### src/rtl/sy_plic_tgt_arb.sv
// sy_plic_tgt_arb: per-target PLIC gateway, sequential max-priority sweep and claim/complete handling.
module sy_plic_tgt_arb #(
    parameter int SOURCE_NUM = 30,
    parameter int MAX_PRI    = 7,
    parameter int PRIO_W     = $clog2(MAX_PRI + 1),
    parameter int ID_W       = $clog2(SOURCE_NUM + 1)
) (
    input  logic                         clk_i,
    input  logic                         rst_i,
    input  logic [SOURCE_NUM-1:0]        irq_sources_i,
    input  logic [SOURCE_NUM*PRIO_W-1:0] prio_i,
    input  logic [SOURCE_NUM-1:0]        ie_i,
    input  logic [PRIO_W-1:0]            threshold_i,
    input  logic                         claim_valid_i,
    output logic                         claim_ready_o,
    output logic                         claim_rsp_valid_o,
    output logic [ID_W-1:0]              claim_id_o,
    input  logic                         complete_valid_i,
    input  logic [ID_W-1:0]              complete_id_i,
    output logic                         irq_o,
    output logic [SOURCE_NUM-1:0]        pending_o
);
    typedef enum logic {SCAN, RSP} state_t;
    state_t state_q, state_d;
    logic [SOURCE_NUM-1:0] pending_q, inflight_q, claim_mask, cpl_mask;
    logic [ID_W-1:0]       idx_q, best_id_q, max_id_q, claim_id_q;
    logic [ID_W-1:0]       idx_id, best_id_d, sel_idx, rsp_id, cpl_idx;
    logic [PRIO_W-1:0]     best_pri_q, max_pri_q, idx_pri, best_pri_d;
    logic                  cand, last, rsp;

    assign rsp        = state_q == RSP;
    assign idx_pri    = prio_i[idx_q*PRIO_W +: PRIO_W];
    assign idx_id     = idx_q + ID_W'(1);
    // strict compare keeps the lowest ID on priority ties
    assign cand       = pending_q[idx_q] & ie_i[idx_q] & (idx_pri != '0) & (idx_pri > best_pri_q);
    assign best_id_d  = cand ? idx_id : best_id_q;
    assign best_pri_d = cand ? idx_pri : best_pri_q;
    assign last       = idx_q == ID_W'(SOURCE_NUM - 1);

    // the committed winner may have been claimed away or disabled since the sweep saw it
    assign sel_idx    = max_id_q - ID_W'(1);
    assign rsp_id     = (max_id_q != '0 && pending_q[sel_idx] && ie_i[sel_idx]) ? max_id_q : '0;
    assign claim_mask = (rsp && rsp_id != '0) ? SOURCE_NUM'(1) << (rsp_id - ID_W'(1)) : '0;

    assign cpl_idx    = complete_id_i - ID_W'(1);
    assign cpl_mask   = (complete_valid_i && complete_id_i != '0 && complete_id_i <= ID_W'(SOURCE_NUM))
                        ? (SOURCE_NUM'(1) << cpl_idx) & inflight_q : '0;

    always_ff @(posedge clk_i) begin
        if (rst_i) begin
            pending_q  <= '0;
            inflight_q <= '0;
        end else begin
            pending_q  <= (pending_q | (irq_sources_i & ~inflight_q)) & ~claim_mask;
            inflight_q <= (inflight_q & ~cpl_mask) | claim_mask;
        end
    end

    always_ff @(posedge clk_i) begin
        if (rst_i || rsp) begin
            idx_q      <= '0;
            best_id_q  <= '0;
            best_pri_q <= '0;
            max_id_q   <= '0;
            max_pri_q  <= '0;
        end else begin
            idx_q      <= last ? '0 : idx_q + ID_W'(1);
            best_id_q  <= last ? '0 : best_id_d;
            best_pri_q <= last ? '0 : best_pri_d;
            max_id_q   <= last ? best_id_d : max_id_q;
            max_pri_q  <= last ? best_pri_d : max_pri_q;
        end
    end

    always_ff @(posedge clk_i) begin
        if (rst_i) begin
            state_q    <= SCAN;
            claim_id_q <= '0;
        end else begin
            state_q    <= state_d;
            claim_id_q <= rsp ? rsp_id : claim_id_q;
        end
    end

    always_comb begin
        state_d = (!rsp && claim_valid_i) ? RSP : SCAN;
    end

    always_comb begin
        claim_ready_o     = !rsp;
        claim_rsp_valid_o = rsp;
        claim_id_o        = rsp ? rsp_id : claim_id_q;
    end

    assign irq_o     = max_pri_q > threshold_i;
    assign pending_o = pending_q;
endmodule

### config.mk
export PLATFORM = sky130hd
export DESIGN_NAME = sy_plic_tgt_arb
export DESIGN_NICKNAME = d
export VERILOG_FILES = /design/src/rtl/sy_plic_tgt_arb.sv
export SDC_FILE = /design/constraint.sdc
export NUM_CORES = 1
export LEC_CHECK = 0
export CAP_MARGIN = 20
export CORE_MARGIN = 5
export CORE_UTILIZATION = 41
export CTS_CLUSTER_SIZE = 14
export DETAILED_ROUTE_END_ITERATION = 10
export PLACE_DENSITY = 0.78
export SYNTH_ARGS = -nofsm -noshare
export SYNTH_HDL_FRONTEND = slang
export SYNTH_SLANG_ARGS = --single-unit
export TNS_END_PERCENT = 30
### constraint.sdc
create_clock -name clk_i -period 3.4 [get_ports clk_i]
set_clock_uncertainty 0.1 [all_clocks]
set_input_delay 0.34 -clock clk_i [delete_from_list [all_inputs] [get_ports clk_i]]
set_output_delay 0.34 -clock clk_i [all_outputs]
set_load 0.01 [all_outputs]
==> results of run 1 <==
==> registers in the layout (all words and copies together), names as in the netlist <==
signal	count
idx_q	5
pending_o	30
max_id_q	5
best_pri_q	3
max_pri_q	3
inflight_q	30
claim_rsp_valid_o	1
claim_id_q	5
best_id_q	5
==> worst max-delay path by stage <==
stage	from	end	cells after the start
3_5_place_dp	prio_i[49]	max_id_q[1]$_SDFFE_PP0P_	12
2_1_floorplan	max_id_q[0]$_SDFFE_PP0P_	claim_id_o[0]	9
6_report	max_id_q[0]$_SDFFE_PP0P_	claim_id_o[1]	11
3_3_place_gp	ie_i[7]	claim_id_o[2]	8
4_1_cts	max_id_q[0]$_SDFFE_PP0P_	claim_id_o[2]	11
5_1_grt	max_id_q[0]$_SDFFE_PP0P_	claim_id_o[1]	11
==> timing repair <==
item | 4_1_cts | 5_1_grt
gates cloned | 0 | 0
resized for setup | 20 | 26
endpoints found under the setup margin | 14 | 18
pin swaps | 4 | 5
setup buffers | 7 | 12
==> synthesized netlist by cell type, drive strengths merged (4+ instances only) <==
| cell type | count | share of area (%) |
|---|---|---|
| o311ai | 5 | 0.82 |
| nand2b | 5 | 0.59 |
| a311oi | 6 | 0.99 |
| mux2 | 8 | 1.7 |
| a21oi | 76 | 7.2 |
| ha | 9 | 2.1 |
| nand3 | 17 | 1.6 |
| and3 | 5 | 0.68 |
| nand2 | 81 | 5.7 |
| o21ai | 40 | 3.8 |
| inv | 43 | 3.0 |
| buf | 21 | 2.6 |
| dfxtp | 87 | 33 |
| clkbuf | 14 | 0.99 |
| nor2 | 18 | 1.3 |
| a211oi | 26 | 3.7 |
| mux2i | 10 | 1.9 |
| mux4 | 33 | 14 |
| and2 | 4 | 0.47 |
| nor2b | 17 | 2.0 |
| nor3 | 13 | 1.2 |
| nor4 | 7 | 1.5 |
==> per-layer routing <==
layer	GRT usage, %	vias to the layer above	share of wire (%)	wire (µm)
li1	-	2697	-	-
met1	32.4	2792	38	7960
met2	43.7	296	51	10700
met3	5.50	41	8.0	1670
met4	8.97	0	2.6	546
met5	0	-	0	0
==> layout make-up <==
type	count	area share, %
Clock inverter	7	0.880
Sequential cell	87	21.2
Timing Repair Buffer	263	30.4
Inverter	46	2.12
Clock buffer	9	2.73
Tap cell	172	2.61
Multi-Input combinational cell	434	40.1
==> logic make-up after synthesis <==
family                     after synthesis  share of synthesized area (%)
DFF                                     87                           32.7
AOI/OAI and AO/OA                      189                           22.6
xor gates and xnor gates                 5                          0.822
and+or+nand+nor                        180                           16.9
muxes                                   51                           17.9
adders and majority gates                9                           2.11
buffers and inverters                   81                           6.86
==> stage by stage <==
step	instances	utilization, %	cell area (µm²)	power (mW)	setup TNS [ps]
after floorplan	602	-	5330	1.38	0
after global placement	984	60.6	7680	1.70	-45.6
after detailed placement	984	60.6	7680	1.72	-545
after CTS	1007	63.8	8080	2.70	-28.4
after global routing	1018	65.1	8250	2.82	-53.4
final	1018	65.1	8250	2.73	0
==> power by group through the flow <==
stage / Combinational, mW / Sequential, mW / Clock (mW)
after floorplan: 0.268 / 1.11 / 0
after global placement: 0.579 / 1.12 / 0
after detailed placement: 0.594 / 1.12 / 0
after CTS: 0.600 / 1.10 / 1.01
after global routing: 0.671 / 1.10 / 1.05
final: 0.633 / 1.09 / 1.00
==> worst max-delay path: stages, from the launching register on <==
cell and delay (ps):
sky130_fd_sc_hd__dfxtp_2 350, sky130_fd_sc_hd__inv_2 50, sky130_fd_sc_hd__ha_4 280, sky130_fd_sc_hd__buf_6 110, sky130_fd_sc_hd__mux4_2 290, sky130_fd_sc_hd__nor2b_4 140, sky130_fd_sc_hd__o31a_1 330, sky130_fd_sc_hd__a2111oi_4 390
sky130_fd_sc_hd__a21oi_2 80, sky130_fd_sc_hd__buf_6 150, sky130_fd_sc_hd__a31o_2 240, sky130_fd_sc_hd__clkbuf_2 120
==> results list, run 1 <==
- Status: finished, final reports clean
- In this run, CTS created clock tree buffers numbering 9.
* Initial detailed-routing violation count: ~450
- The number of global-route vias before repair is slightly below 6000.
* Vertical extent of the die: between 100 and 150 µm
- Summed over all nets, the switching power comes to 0.770 mW.
- Pre-CTS setup slack: -115 ps
- Number of hold buffers added after CTS: 0
- Final count of pins violating max slew: 0
- The first detailed-routing pass took 5 iterations.
- Longest Clk Path Bufs: 2
* Average routed wire per standard cell: between 20 and 25 µm
- Based on the critical path, the design can be clocked at up to 301 MHz.
- Floorplan core area: around 13000 µm²
- Number of primary I/O pins: 200
- Type of origin of the critical path: register
- Cells after synthesis: approximately 600
- Along the worst hold path, the cell count comes to 2.
* Worst flop-to-flop path startpoint: idx_q[0]$_SDFF_PP0_
- Final hold analysis gives a worst-case slack of approximately 150 ps.
* CTS H-tree lvls: 3
- The analysis attributes to cell leakage a power of 2.93 nW.
* Number of nets in the synthesized netlist: roughly 770
- Counting cells, the worst reg-to-reg path comes to 12.
- The critical path in this run is classified as register to primary output.
- RSZ-0062 raised after global routing: yes
* Critical path capture point type: primary output
- Antenna Diode Count: 0
- Post-synthesis register bit count: between 80 and 90
- Max VDD drop: between 200 and 250 µV
* Count of vias placed by the detailed router: just under 6000
- Hold worst-path end: claim_id_q[0]$_SDFF_PP0_
- Number of setup violations in the final report: 0
- Total Die Area: 15400 µm²
- Relative contribution of combinational cells to total power: between 20% and 30%
- In the routed layout, each cell is associated on average with a via count of roughly 5.7.
- The filler cells instantiated in the layout total slightly above 1000.
- Worst-case setup margin in the final layout: between 70 and 80 ps
- Number of routed nets with antenna violations: 0
- In the synthesized netlist the async set-or-reset flop fraction comes to 0%.
- TritonCTS built the clock tree.
- Hold Vio Cnt, Final: 0
- Data arrival time of the critical path: between 2000 and 3000 ps
* Mean post-synth cell area: 8.85 µm²
- Worst slew margin relative to its limit: between 30% and 40%
- After detailed routing, the number of remaining DRC violations is 0.
- In this run the most critical hold path is launched from rst_i.
* Setup slack, reg-to-reg: roughly 130 ps
- Clock Latency Late Sink: 350 ps
- The initial antenna violation count came to 0.
* Register area: roughly 1800 µm²
- Required time at the endpoint of the critical path: 2960 ps
- Number of unique standard cell types used by synthesis: 65
- The library cell used most frequently in the layout, excluding fill and tap cells, is sky130_fd_sc_hd__clkdlybuf4s50_1.
- Cell-internal power: about 2 mW
- Clk network pwr share: a little under two fifths
* Class of the tightest hold or removal check: input pin to register
- Number of synthesized flops with an enable pin: 0
- At the end of routability-driven placement, the weighted congestion stood at roughly 0.96.
- From synthesis to final layout, the design area changed by 54.9%.
* Initial core utilization: a little over two fifths
- Gr ovfl total: 0
- Relative contribution of sequential cells to total power: between 40% and 50%
- Reported max-cap violation count: 0
- Fin nets: 1012
- HPWL after DPL: around 16 mm
* Fraction of power spent switching nets: 28.2%
- Number of standard-cell rows in the floorplan: 41
* Final Cycle Share: between 90% and 100%
* Maximum number of pins on one net before global-route repair: 64
- Worst r2r dst: max_id_q[4]$_SDFFE_PP0P_
* Global-route wire length before repair: 30.4 mm
- Post-synth design cell area: roughly 5300 µm²
* Buffers added on ports: between 150 and 200
- Cell chosen for the clock root: sky130_fd_sc_hd__clkbuf_16
- The library cells used most frequently in the layout, excluding fill and tap cells, are sky130_fd_sc_hd__clkdlybuf4s50_1, sky130_fd_sc_hd__dfxtp_1, sky130_fd_sc_hd__nand2_1.
- Measured along the x axis, the die boundary spans about 120 µm.
* Power per unit of standard cell area: between 300 and 400 nW/µm²
- Largest fanout on the critical path: 4
* Final wirelength: 20.9 mm
* Yosys Warn Count: 0
- In the final layout, the share of cells above drive strength 1 is 18.3%.
* Area used by multi-input combinational logic: approximately 3300 µm²
* Clock transition time at the flip-flop clock pins of the worst setup and hold paths: approximately 70 ps
* Top flip-flop cell by instance count after synthesis: sky130_fd_sc_hd__dfxtp_1
* Post-layout min period: about 3300 ps
- Global routing used 25.7% of the available tracks.
- Of the synthesized area, sequential elements account for 32.7%.
- Transition time at the pin with the least slew margin: 906 ps
- CTS saw 87 sinks.
(Power assumes the default switching activity.)
==> inputs of run 2 (changes only) <==
SETUP_SLACK_MARGIN = 0.15   (was not set)
==> results list, run 2 (synthesis gave the netlist of run 1 again) <==
* Transition time at the pin with the least slew margin: 920 ps (+13.3 ps)
- Critical path capture point type: primary output
- The flop-to-flop setup slack is 210 ps (+80 ps).
- The number of search-and-repair iterations in the first detailed-routing pass came to 6 (+1).
- The number of maximum-capacitance violations is 0 (unchanged).
- The largest driver fanout on the critical path is 4 (unchanged).
- The average routed wire per standard cell is 20.6 µm (+0.38%).
- Pre-CTS setup slack: -115 ps (unchanged)
* Number of standard-cell rows in the floorplan: 41 (unchanged)
- Setup repair after global routing could not meet its margin everywhere.
- The die area came to 15400 µm² (unchanged).
- Number of placed cells counting well taps: 984 (unchanged)
- The fill cell total of the finished layout is 1001 (-1.2%).
* Final wirelength: 21.0 mm (+0.57%)
* Non-filler instance count after layout: 1020 (+0.20%)
- Longest Clk Path Bufs: 2 (unchanged)
- Clk network pwr share: 36.3% (-0.4 points)
- The setup total negative slack is 0 ps (unchanged).
* Clock Latency Late Sink: 340 ps (about the same)
* Antenna Diode Count: 0 (unchanged)
- TritonCTS built the clock tree.
- The die boundary height came to 124 µm (unchanged).
- The highest clock rate is 298 MHz (-0.97%).
- Worst hold-check slack: 159 ps (+5.16 ps)
* Relative contribution of combinational cells to total power: 23.9% (+0.7 points)
- Fin nets: 1014 (+0.20%)
- Overall fraction of global-route tracks in use: 26.0% (+0.32 points)
* Power dissipated by switching net loads: 0.781 mW (+1.5%)
* Final routed DRC violation total: 0 (unchanged)
- The peak ir drop on the vdd network is 231 µV (+0.75%).
* Status: finished, final reports clean
- The largest stage delay on the critical path is 540 ps (+150 ps).
- Clock transition time at the flip-flop clock pins of the worst setup and hold paths: 70 ps (about the same)
- Area growth, synth to finish: 57.2%
- Number of hold buffers added after CTS: 0 (unchanged)
* Number of routed nets with antenna violations: 0 (unchanged)
- Vias in the first global route: 5987 (+1.3%)
* Buffers added on ports: 199 (unchanged)
- The part of the cycle the worst path needs was 98.8% (+0.96 points).
* Register area: 1750 µm² (+0.14%)
* Global-route wire length before repair: 30.9 mm (+1.4%)
- Fraction of power spent switching nets: 28.4% (+0.16 points)
- The overall overflow remaining after global route is 0 (unchanged).
- The total power per unit cell area came to 329 nW/µm² (-0.54%).
* Relative contribution of sequential cells to total power: 39.8% (-0.3 points)
* Classification of the worst setup path: register to primary output
* Number of primary I/O pins: 200 (unchanged)
* Total power: 2.75 mW (+0.95%)
- The kind of cell with the highest combined delay along the critical path is simple AND/OR/NAND/NOR gates.
* Clock sink count: 87 (unchanged)
- The overall die width came to 124 µm (unchanged).
* Initial detailed-routing violation count: 399 (-12%)
- Fraction of final layout cells with drive strength greater than 1: 20.6% (+2.3 points)
- Cell-internal power: 1.97 mW (+0.73%)
- The normalized max-slew margin is 38.2% (-0.89 points).
- Data arrival time of the critical path: 2920 ps (+30 ps)
* Post-layout min period: 3360 ps (+32.7 ps)
* Top library cells by usage in the layout, fill and taps aside: sky130_fd_sc_hd__clkdlybuf4s50_1, sky130_fd_sc_hd__dfxtp_1, sky130_fd_sc_hd__nand2_1
- Slowest cell on crit path: sky130_fd_sc_hd__or4_4
- Clock buffers created by TritonCTS: 9 (unchanged)
- Routed vias/inst: 5.76 (+0.71%)
* Number of setup violations in the final report: 0 (unchanged)
- HPWL after DPL: 16.1 mm (unchanged)
* Floorplan core area: 12700 µm² (unchanged)
* Routability congestion estimate: 0.959 (unchanged)
- The initial antenna violation count was 0 (unchanged).
- The final-report max-slew violation count was 0 (unchanged).
- In this run the worst hold path is classified as input pin to register.
* Static power due to leakage: 2.96 nW (+0.90%)
- Area used by multi-input combinational logic: 3360 µm² (+1.7%)
- Leaving out fill and tap cells, the most frequent cell in the layout is sky130_fd_sc_hd__clkdlybuf4s50_1.
* CTS H-tree lvls: 3 (unchanged)
* Hold Vio Cnt, Final: 0 (unchanged)
- The final worst-path setup slack came to 39.8 ps (-32.7 ps).
* Cell chosen for the clock root: sky130_fd_sc_hd__clkbuf_16
- List of cells traversed by the critical path: inv_2 -> ha_4 -> inv_4 -> buf_12 -> mux4_2 -> nor3_4 -> buf_6 -> a2111oi_4 -> buf_4 -> or4_4 -> nand2_2 -> buf_6
* Maximum number of pins on one net before global-route repair: 64 (unchanged)
- The required time of the worst setup path was 2960 ps (about the same).
- The most numerous cell type found on the critical path is sky130_fd_sc_hd__buf_6.
- Initial core utilization: 42.0% (unchanged)
* Type of origin of the critical path: register
- Count of vias placed by the detailed router: 5879 (+0.91%)
* Buffers plus inverters on the worst setup path: 6 (+2)
## run 2: cell types whose count changed in the layout (fill, tap and decap cells not counted), moves of 3 or more
cell	previous run	this run
sky130_fd_sc_hd__mux4_1	6	3
sky130_fd_sc_hd__buf_4	58	53
sky130_fd_sc_hd__mux4_2	27	30
sky130_fd_sc_hd__buf_6	7	13
## run 2: what timing repair did
action / CTS / global route
gates resized for setup: 40 / 43
cloned: 0 / 0
buffers inserted: 18 / 2
pin swaps: 8 / 20
endpoints found under the setup margin: 21 / 21
hold endpoints to repair: 0 / 0
## run 2: power groups by stage
stage	clock network (mW)	registers (mW)	logic (mW)
final	1.00	1.10	0.658
after global routing	1.05	1.10	0.696
after CTS	1.01	1.09	0.627
after detailed placement	0	1.12	0.594
after global placement	0	1.12	0.579
after floorplan	0	1.11	0.268
## run 2: area by class of cell
class	instances	area share, %
multi-input cells	434	40.1
repair buffers	265	30.7
flip-flops and latches	87	20.9
clock buffers	9	2.69
well taps	172	2.57
inverters	46	2.09
clock inverters	7	0.867
## run 2: worst reg2reg max path, stage by stage (launching register included)
cell and delay, ps:
sky130_fd_sc_hd__dfxtp_4 390, sky130_fd_sc_hd__buf_12 120, sky130_fd_sc_hd__mux4_2 510, sky130_fd_sc_hd__and2_4 180
sky130_fd_sc_hd__o32a_4 370, sky130_fd_sc_hd__ha_4 270, sky130_fd_sc_hd__a21o_1 120, sky130_fd_sc_hd__a21oi_1 70
sky130_fd_sc_hd__a31oi_1 220, sky130_fd_sc_hd__o311a_1 300, sky130_fd_sc_hd__buf_4 150, sky130_fd_sc_hd__a21oi_1 80
sky130_fd_sc_hd__o32ai_2 230
## run 2: metrics by stage
stage | area [µm²] | util (%)
6_report | 8370 | 66.1
5_1_grt | 8370 | 66.1
4_1_cts | 8240 | 65.0
3_5_place_dp | 7680 | 60.6
3_3_place_gp | 7680 | 60.6
2_1_floorplan | 5330 | -
## run 2: final timing paths
check	cells after the start	end	from
setup / recovery	12	claim_id_o[2]	max_id_q[1]$_SDFFE_PP0P_
hold / removal	2	claim_id_q[0]$_SDFF_PP0_	rst_i
setup reg to reg	12	max_id_q[3]$_SDFFE_PP0P_	idx_q[0]$_SDFF_PP0_
hold reg to reg	2	inflight_q[19]$_SDFF_PP0_	inflight_q[19]$_SDFF_PP0_
## run 2: layer usage
| metal | up-vias | part of all wire [%] | wire, µm | global-route usage, % |
|---|---|---|---|---|
| li1 | 2704 | - | - | - |
| met1 | 2813 | 38 | 7980 | 32.5 |
| met2 | 299 | 51 | 10600 | 44.2 |
| met3 | 63 | 8.0 | 1670 | 5.59 |
| met4 | 0 | 3.4 | 724 | 9.58 |
| met5 | - | 0 | 0 | 0 |
==> inputs of run 3 (changes only) <==
CORE_UTILIZATION = 46   (was 41)
PLACE_DENSITY = 0.83   (was 0.78)
clock period = 4 ns   (was 3.4 ns; I/O delays follow)
==> results list, run 3 (synthesis gave the netlist of run 1 again) <==
- The run finished with clean final reports.
- The count of clock tree sinks is 87 (unchanged).
- Area growth, synth to finish: 48.3%
- The initial core utilization is 46.8% (+4.8 points).
* Worst slew margin relative to its limit: 28.8% (-9.4 points)
- The worst path in the final design needs a cycle of 3750 ps, including I/O delays and setup.
- The total clock buffers created by CTS came to 9 (unchanged).
- The maximum count of clock buffers along a single path is 2 (unchanged).
* Power per unit of standard cell area: 288 nW/µm² (-12%)
- Tracing the worst setup path back leads to its startpoint at max_id_q[0]$_SDFFE_PP0P_.
- Drt pass-1 iters: 5 (-1)
- The post-placement setup slack was 242 ps (+357 ps).
* Data arrival time of the critical path: 3250 ps (+330 ps)
- Floorplan core area: 11400 µm² (-10%)
- Clock transition time at the flip-flop clock pins of the worst setup and hold paths: 70 ps (about the same)
* Vertical extent of the die: 118 µm (-5.1%)
- The critical path is of the register to primary output type.
- Relative contribution of sequential cells to total power: 41.3% (+1.5 points)
- Relative contribution of combinational cells to total power: 21.6% (-2.3 points)
- The via-per-instance ratio is 6.00 (+4.0%).
- The total via count in the routed design is 5697 (-3.1%).
- TritonCTS built the clock tree.
- The peak ir drop on the vdd network was 200 µV (-13%).
- The post-DP HPWL was 15.4 mm (-4.3%).
- Class of the tightest hold or removal check: input pin to register
- Slowest cell on crit path: sky130_fd_sc_hd__mux4_2
* RSZ-0062 raised after global routing: yes
- The post-route antenna net violation count was 0 (unchanged).
- Final wirelength: 19.8 mm (-5.7%)
- The top cell types in the final layout, fill and taps aside, are sky130_fd_sc_hd__clkdlybuf4s50_1, sky130_fd_sc_hd__dfxtp_1, sky130_fd_sc_hd__nand2_1.
* Power dissipated by switching net loads: 0.593 mW (-24%)
* Largest fanout on the critical path: 12 (+8)
- Global-route wire length before repair: 31.7 mm (+2.6%)
- The residual DRC count is 0 (unchanged).
- List of cells traversed by the critical path: buf_6 -> mux4_2 -> nor2b_1 -> o31a_1 -> a2111oi_4 -> a21oi_4 -> a31o_2 -> clkdlybuf4s50_1
- The insertion delay to the later sink of the worst-skew pair is 340 ps (about the same).
* Required time at the endpoint of the critical path: 3500 ps (+540 ps)
- Buffers added on ports: 199 (unchanged)
* Final Cycle Share: 93.9%
* Gr ovfl total: 0 (unchanged)
- CTS H-tree lvls: 3 (unchanged)
- The number of maximum-capacitance violations was 0 (unchanged).
* Most common cell after layout, fill and taps aside: sky130_fd_sc_hd__clkdlybuf4s50_1
* CP top delay family: compound AO/OA/AOI/OAI gates
- The worst-margin pin slew came to 1060 ps (+140 ps).
- Cell-internal power: 1.68 mW (-15%)
* Fraction of final layout cells with drive strength greater than 1: 13.6% (-7.0 points)
* Min-Delay Startpoint: rst_i
- Number of hold buffers added after CTS: 0 (unchanged)
- Final count of pins violating max slew: 0 (unchanged)
* Type of origin of the critical path: register
- Critical path capture point type: primary output
* Vias in the first global route: 5910 (-1.3%)
- The antenna diode count came to 0 (unchanged).
- Static timing analysis puts the maximum clock frequency at between 200 and 300 MHz.
* Overall fraction of global-route tracks in use: 28.0% (+2.0 points)
- Worst flop-to-flop path startpoint: idx_q[0]$_SDFF_PP0_
* Final core utilization: 69.5% (+3.4 points)
- Worst-case setup margin in the final layout: 246 ps (+206 ps)
- The pin count of the biggest net entering global routing is 67 (+4.7%).
* Static power due to leakage: 2.73 nW (-7.7%)
- The fraction of power spent switching nets is 26.0% (-2.3 points).
* Total Die Area: 13800 µm² (-10%)
- The number of rows in the core area is 39 (-4.9%).
- The flop-to-flop setup slack came to 410 ps (+200 ps).
* Setup TNS: 0 ps (unchanged)
* Longest individual stage delay on the worst path: 520 ps (-20 ps)
* Hold Vio Cnt, Final: 0 (unchanged)
- Die extent in x: 118 µm (-5.1%)
- Buffers plus inverters on the worst setup path: 2 (-4)
- The weighted congestion at the end of routability-driven global placement came to 0.926 (-3.5%).
- Number of primary I/O pins: 200 (unchanged)
* Clk network pwr share: 37.1% (+0.8 points)
- Average routed wire per standard cell: 20.9 µm (+1.2%)
- Cell chosen for the clock root: sky130_fd_sc_hd__clkbuf_16
- Initial antenna violation count: 0 (unchanged)
- The number of violations reported at the end of detailed-routing iteration 0 came to 539 (+35%).
- The net total in the final layout is 973 (-4.0%).
- The final-report setup violation count was 0 (unchanged).
[run 3: path summary, 6_finish.rpt]
| path | endpoint | depth (start not counted) |
|---|---|---|
| worst min-delay path | idx_q[2]$_SDFF_PP0_ | 3 |
| worst max-delay path | claim_id_o[3] | 8 |
| worst min register to register | inflight_q[19]$_SDFF_PP0_ | 2 |
| worst max register to register | max_id_q[1]$_SDFFE_PP0P_ | 10 |
[run 3: power groups by stage]
stage,Clock [mW],Sequential [mW],Combinational [mW]
after floorplan,0,0.944,0.228
after global placement,0,0.956,0.469
after detailed placement,0,0.957,0.482
after CTS,0.848,0.938,0.486
after global routing,0.898,0.945,0.525
final,0.845,0.939,0.491
[run 3: routing by layer]
layer  global-route usage, %  up-vias  share of wire [%]
met5                       0        -                  0
met4                    10.5        0                3.0
met3                    5.48       49                8.5
met2                    49.1      329                 51
met1                    33.8     2694                 38
li1                        -     2625                  -
[run 3: layout make-up]
cell class                 instances  area, µm²
tap                              143        179
clock inverter                     7       72.6
timing repair buffer             224       2180
fill                             870       3470
sequential                        87       1750
inverter                          46        179
clock buffer                       9        225
multi-input combinational        434       3320
[run 3: through the flow]
step                      total power, mW  cells  area [µm²]  hold slack [ps]
final                                2.28    950        7900              373
after global placement               1.43    930        7460              357
after floorplan                      1.17    602        5330              344
after global routing                 2.37    950        7900              385
after detailed placement             1.44    930        7460              364
after CTS                            2.27    948        7800              369
[run 3: repair_timing]
| action | 4_1_cts | 5_1_grt |
|---|---|---|
| resized for setup | 4 | 19 |
| pin swaps | 1 | 2 |
| hold endpoints to repair | 0 | 0 |
| endpoints found under the setup margin | 5 | 19 |
| setup buffers | 2 | 1 |
[run 3: worst register-to-register path: stages, from the launching register on]
cell and delay [ps]:
sky130_fd_sc_hd__dfxtp_4 550, sky130_fd_sc_hd__buf_4 240, sky130_fd_sc_hd__mux4_2 510, sky130_fd_sc_hd__a221oi_1 300, sky130_fd_sc_hd__a21oi_1 200, sky130_fd_sc_hd__ha_1 340, sky130_fd_sc_hd__a21oi_1 60, sky130_fd_sc_hd__a31oi_1 190
sky130_fd_sc_hd__o311a_1 450, sky130_fd_sc_hd__nand2_1 120, sky130_fd_sc_hd__o311ai_0 390
